<file path="src/rtl/parking_occupancy_tracker.sv">
// Parking occupancy tracker: counts cars in via the entry FSM and out via a debounced exit sensor.
// Latency: count, events and error flags update on the edge that completes a passage; decodes are combinational.
// Backpressure: none; inputs are sampled every cycle. Optional almost_full output when PARK_ALMOST_FULL_EN is defined.
module parking_occupancy_tracker #(
   parameter int CAPACITY      = 8,
   parameter int COUNT_W       = 4,
   parameter int EXIT_DEBOUNCE = 3
`ifdef PARK_ALMOST_FULL_EN
   ,
   parameter int ALMOST_FULL_TH = 2
`endif
) (
   input  logic               i_clock,
   input  logic               i_reset_n,
   input  logic               i_front_sensor,
   input  logic               i_back_sensor,
   input  logic               i_green_LED,
   input  logic               i_exit_sensor,
   input  logic               i_err_clear,
   output logic [COUNT_W-1:0] o_count,
   output logic [COUNT_W-1:0] o_free_slots,
   output logic               o_full,
   output logic               o_empty,
   output logic               o_entry_event,
   output logic               o_exit_event,
   output logic               o_overflow_err,
`ifdef PARK_ALMOST_FULL_EN
   output logic               o_almost_full,
`endif
   output logic               o_underflow_err
);

   // Debounce counter must hold the value EXIT_DEBOUNCE itself, where it saturates.
   localparam int                 DEB_W    = (EXIT_DEBOUNCE < 1) ? 1 : $clog2(EXIT_DEBOUNCE + 1);
   localparam logic [DEB_W-1:0]   DEB_MAX  = DEB_W'(EXIT_DEBOUNCE);
   localparam logic [DEB_W-1:0]   DEB_LAST = DEB_W'(EXIT_DEBOUNCE - 1);
   localparam logic [COUNT_W-1:0] CAP      = COUNT_W'(CAPACITY);

   typedef enum logic [1:0] {
      S_IDLE    = 2'd0,
      S_ARMED   = 2'd1,
      S_PASSING = 2'd2,
      S_DONE    = 2'd3
   } entry_state_t;

   entry_state_t       r_state;
   logic               r_entry_event;
   logic               r_exit_event;
   logic [DEB_W-1:0]   r_deb_cnt;
   logic               r_exit_armed;
   logic [COUNT_W-1:0] r_count;
   logic               r_overflow_err;
   logic               r_underflow_err;

   logic               w_entry_done;
   logic               w_exit_hit;
   logic               w_full;
   logic               w_empty;
   logic [COUNT_W-1:0] w_free;
   logic               w_inc;
   logic               w_dec;
   logic               w_ovf_set;
   logic               w_udf_set;
   logic [COUNT_W-1:0] w_count_nxt;

   // Entry completes on the edge that leaves PASSING; the DONE cycle then carries the pulse.
   assign w_entry_done = (r_state == S_PASSING) && !i_back_sensor;

   // Exit registers on the sample that takes the counter from EXIT_DEBOUNCE-1 to EXIT_DEBOUNCE.
   assign w_exit_hit = i_exit_sensor && r_exit_armed && (r_deb_cnt == DEB_LAST);

   // Occupancy decodes are taken straight from the count register.
   assign w_full  = (r_count == CAP);
   assign w_empty = (r_count == '0);
   assign w_free  = CAP - r_count;

   // Simultaneous entry and exit cancel: no count change and no error, even at the bounds.
   always_comb begin
      w_inc       = w_entry_done && !w_exit_hit;
      w_dec       = w_exit_hit && !w_entry_done;
      w_ovf_set   = w_inc && w_full;
      w_udf_set   = w_dec && w_empty;
      w_count_nxt = r_count;
      if (w_inc && !w_full) begin
         w_count_nxt = r_count + COUNT_W'(1);
      end else if (w_dec && !w_empty) begin
         w_count_nxt = r_count - COUNT_W'(1);
      end
   end

   // Entry FSM with its registered one-cycle event; a tailgater must re-arm from IDLE.
   always_ff @(posedge i_clock or negedge i_reset_n) begin
      if (!i_reset_n) begin
         r_state       <= S_IDLE;
         r_entry_event <= 1'b0;
      end else begin
         r_entry_event <= 1'b0;
         case (r_state)
            S_IDLE: begin
               if (i_green_LED && i_front_sensor) begin
                  r_state <= S_ARMED;
               end
            end
            S_ARMED: begin
               if (!i_green_LED) begin
                  r_state <= S_IDLE;
               end else if (i_back_sensor) begin
                  r_state <= S_PASSING;
               end
            end
            S_PASSING: begin
               if (!i_back_sensor) begin
                  r_state       <= S_DONE;
                  r_entry_event <= 1'b1;
               end
            end
            S_DONE: begin
               r_state <= S_IDLE;
            end
            default: begin
               r_state <= S_IDLE;
            end
         endcase
      end
   end

   // Exit debounce: saturating run-length of high samples plus a latch that re-arms on a low sample.
   always_ff @(posedge i_clock or negedge i_reset_n) begin
      if (!i_reset_n) begin
         r_deb_cnt    <= '0;
         r_exit_armed <= 1'b0;
         r_exit_event <= 1'b0;
      end else begin
         r_exit_event <= w_exit_hit;
         if (!i_exit_sensor) begin
            r_deb_cnt    <= '0;
            r_exit_armed <= 1'b1;
         end else begin
            if (r_deb_cnt != DEB_MAX) begin
               r_deb_cnt <= r_deb_cnt + DEB_W'(1);
            end
            if (w_exit_hit) begin
               r_exit_armed <= 1'b0;
            end
         end
      end
   end

   // Occupancy count and sticky error flags; a new error in the clearing cycle wins over the clear.
   always_ff @(posedge i_clock or negedge i_reset_n) begin
      if (!i_reset_n) begin
         r_count         <= '0;
         r_overflow_err  <= 1'b0;
         r_underflow_err <= 1'b0;
      end else begin
         r_count         <= w_count_nxt;
         r_overflow_err  <= w_ovf_set || (r_overflow_err && !i_err_clear);
         r_underflow_err <= w_udf_set || (r_underflow_err && !i_err_clear);
      end
   end

   assign o_count         = r_count;
   assign o_free_slots    = w_free;
   assign o_full          = w_full;
   assign o_empty         = w_empty;
   assign o_entry_event   = r_entry_event;
   assign o_exit_event    = r_exit_event;
   assign o_overflow_err  = r_overflow_err;
   assign o_underflow_err = r_underflow_err;

`ifdef PARK_ALMOST_FULL_EN
   // Near-capacity warning; drops once the lot is actually full.
   assign o_almost_full = (w_free <= COUNT_W'(ALMOST_FULL_TH)) && !w_full;
`endif

endmodule

</file>
<file path="config.mk">
export PLATFORM = sky130hd
export DESIGN_NAME = parking_occupancy_tracker
export DESIGN_NICKNAME = d
export VERILOG_FILES = /design/src/rtl/parking_occupancy_tracker.sv
export SDC_FILE = /design/constraint.sdc
export NUM_CORES = 1
export LEC_CHECK = 0
export BUFFER_PORTS_ARGS = -buffer_cell sky130_fd_sc_hd__buf_4
export CAP_MARGIN = 10
export CORE_MARGIN = 4
export CORE_UTILIZATION = 54
export DETAILED_ROUTE_END_ITERATION = 12
export GPL_TIMING_DRIVEN = 0
export PLACE_DENSITY = 0.84
export SETUP_SLACK_MARGIN = 0.1
export SYNTH_ARGS = -nofsm -noshare
export SYNTH_HDL_FRONTEND = slang
export SYNTH_SLANG_ARGS = --single-unit
</file>
<file path="constraint.sdc">
create_clock -name i_clock -period 5.7 [get_ports i_clock]
set_input_delay 0.57 -clock i_clock [delete_from_list [all_inputs] [get_ports i_clock]]
set_output_delay 0.57 -clock i_clock [all_outputs]
set_load 0.03 [all_outputs]
</file>
==> impl_results.md <==
* Status: finished clean
* Final core utilization at 0.733
* Slew headroom at 0.732
* Htree depth at 1
* # Post-CTS Setup Buffers at 0
* Period utilization at 0.446
* Final Max Tran Viols at 0
* Number of routed nets with antenna violations at 0
* FMAX at 0.393 GHz
* Area taken by multi-input logic gates at 395 sq um
* Clock Skew at 0.00279 ns
* Vias per inst at 5.24
* DRC viols at 0
* Row Count at 13
* Worst reg2reg path depth at 9
* Die Area at 0.00212 sq mm
* Slew @ Worst Pin at 0.402 ns
* Core area at 0.00133 sq mm
* Synth Net Count at 93
* I/O pin count at 21
* CTS tree: built
* Initial antenna violation count at 0
* Starting density of the core at 0.586
* Combinational Power Share at 0.644
* Commonest non-fill, non-tap cell in the layout: buf_4
* Switching share of power at 0.487
* Worst VDD drop at 0.000266 V
* Num CTS Buffers at 3
* Worst Setup Slack post-DPL at 2.94 ns
* First-pass GRT wire length at 2.63 mm
* Synth Instances at 80
* CTS resizes at 0
* GRT Resource Usage Total at 0.173
* Hold Fails Final Rpt at 0
* Final net count at 118
* Max_cap viols at 0
* Setup crit end kind: flip-flop
* Seq cells post-synth at 13
* Final worst setup slack at 3.16 ns
* Sum Neg Setup Slack at 0 ns
* Total number of vias at 624
* Sw Pwr at 0.289 mW
* Die X at 46.1 microns
* Chip Height at 46.1 microns
* Crit Path Class: reg2reg
* Pwr per Cell Area at 607 mW/mm^2
* RePlAce Congestion at 0.782
* Sequential power share at 0.259
* Syn. warnings at 0
* Avg Inst Size Synth at 9.78 sq um
* Layout cells sized above 1 at 0.269
* Vias in the first global route at 628
* # setup viols final at 0
* Largest net degree at the start of global routing at 14
* Cts-stage hold buffer count at 0
* Ant diodes at 0
* Clk pwr share at 0.097
* Post-synthesis sequential area ratio at 0.416
* Area grow syn2layout at 25.0%
* Clk sinks at 13
* CP max FO at 7
* Sequential Area at 325 sq um
* Fill count at 116
* Routed WL at 1.54 mm
* Clock tree buffer depth at 2
* Fin crit period at 2.54 ns
* Distinct cell type count after synthesis at 31
* Port bufs at 20
* RSZ-0062 raised after global routing: false
* Mapped Area at 782 sq um
* Most frequent cells in the layout: buf_4, dfrtp_1, inv_1
* Cell Int Power at 0.304 mW
* Clock transition at path regs at 0.08 ns
* Critical path data arrival time at 2.68 ns
* Routed wire per std cell at 12.9 microns
* Required time worst endpoint at 5.84 ns
* Drt first-iter violations at 11
* 1st-pass router iterations at 4
* GRT Residual Overflow at 0
* Root Driver: clkbuf_4
* Worst setup SP type: flip-flop
* Worst-Skew Late Latency at 0.27 ns
* Leak at 0.489 nW
* Worst min-delay path category: in2async
* HPWL after DPL at 1.19 mm
==> Yosys cell counts <==
master     count  area share
nand2_1        7       0.034
dfrtp_1       13        0.42
nor2b_1        2       0.016
nand3_1        3       0.019
nand2b_1       1      0.0080
clkbuf_1       1      0.0048
a2bb2oi_1      2       0.022
nand4_1        1      0.0080
ha_1           5       0.080
or3_1          1      0.0080
nor2_1         3       0.014
buf_2          1      0.0064
nor3_1         1      0.0064
inv_1          9       0.043
fa_1           1       0.026
buf_6          1       0.014
o21ai_0        4       0.026
a211oi_1       1      0.0096
and3_1         2       0.016
xor2_1         1       0.011
or3b_1         1       0.011
xnor2_2        1       0.021
mux2_1         1       0.014
o32ai_1        3       0.034
xnor2_1        5       0.056
o21ai_1        1      0.0064
o221a_2        1       0.014
and2_1         2       0.016
o22ai_1        2       0.016
a21oi_1        2       0.013
buf_4          1      0.0096
==> path summary, 6_finish.rpt <==
path | from | end | slack [ns]
worst max-delay path | o_count[0] | o_count[1] | 3.16
worst min-delay path | i_reset_n | o_count[0] | 0.13
worst max register to register | o_count[0] | o_count[1] | 3.16
worst min register to register | r_state[0] | r_state[0] | 0.52
max in group asynchronous | i_reset_n | r_state[0] | 5.41
min in group i_clock | i_err_clear | o_overflow_err | 0.49
==> metal layers <==
layer  global-route usage  share of wire  up-vias
li1                     -              -      323
met1                0.227           0.46      281
met2                0.280           0.47       20
met3               0.0352          0.072        0
met4               0.0568              0        0
met5                    0              0        -
==> power groups by stage <==
stage	registers, mW	clock network [mW]	logic (mW)
floorplan	0.180	0	0.241
global placement	0.153	0	0.374
CTS	0.153	0.0594	0.385
global route	0.159	0.0650	0.415
finish	0.154	0.0575	0.382
detailed placement	0.155	0	0.382
==> final cells by class <==
| cell class | count | area share |
|---|---|---|
| Buffer | 4 | 0.0282 |
| Timing Repair Buffer | 20 | 0.154 |
| Multi-Input combinational cell | 54 | 0.405 |
| Inverter | 9 | 0.0346 |
| Clock buffer | 4 | 0.0269 |
| Tap cell | 15 | 0.0192 |
| Sequential cell | 13 | 0.333 |
==> state kept, by name, indices dropped and copies added, names as in the netlist, named ones only <==
name / cells
o_overflow_err: 1
o_entry_event: 1
o_exit_event: 1
o_count: 4
r_exit_armed: 1
r_deb_cnt: 2
r_state: 1
o_underflow_err: 1
==> stage by stage <==
stage	total power, mW	cells	instance area, sq um	hold slack [ns]
floorplan	0.422	80	782	0.274
global placement	0.526	115	951	0.420
detailed placement	0.538	115	951	0.424
CTS	0.597	119	977	0.123
global route	0.639	119	977	0.115
finish	0.593	119	977	0.127
==> logic make-up after synthesis <==
logic type / after synthesis / synth area share
AOI/OAI and AO/OA: 16 / 0.141
xor gates and xnor gates: 7 / 0.0880
adders and majority gates: 6 / 0.106
buffers and inverters: 13 / 0.0784
DFF: 13 / 0.416
muxes: 1 / 0.0144
and+or+nand+nor: 24 / 0.157
==> critical path, cell delays in order (launching register included) <==
cell,delay [ns]
dfrtp_1,0.49
inv_1,0.10
ha_1,0.20
nor2b_1,0.24
nand2_1,0.14
nand2_1,0.16
fa_1,0.48
or3_1,0.39
a21oi_1,0.15
a211oi_1,0.06
Power figures use the tool's default switching activity.
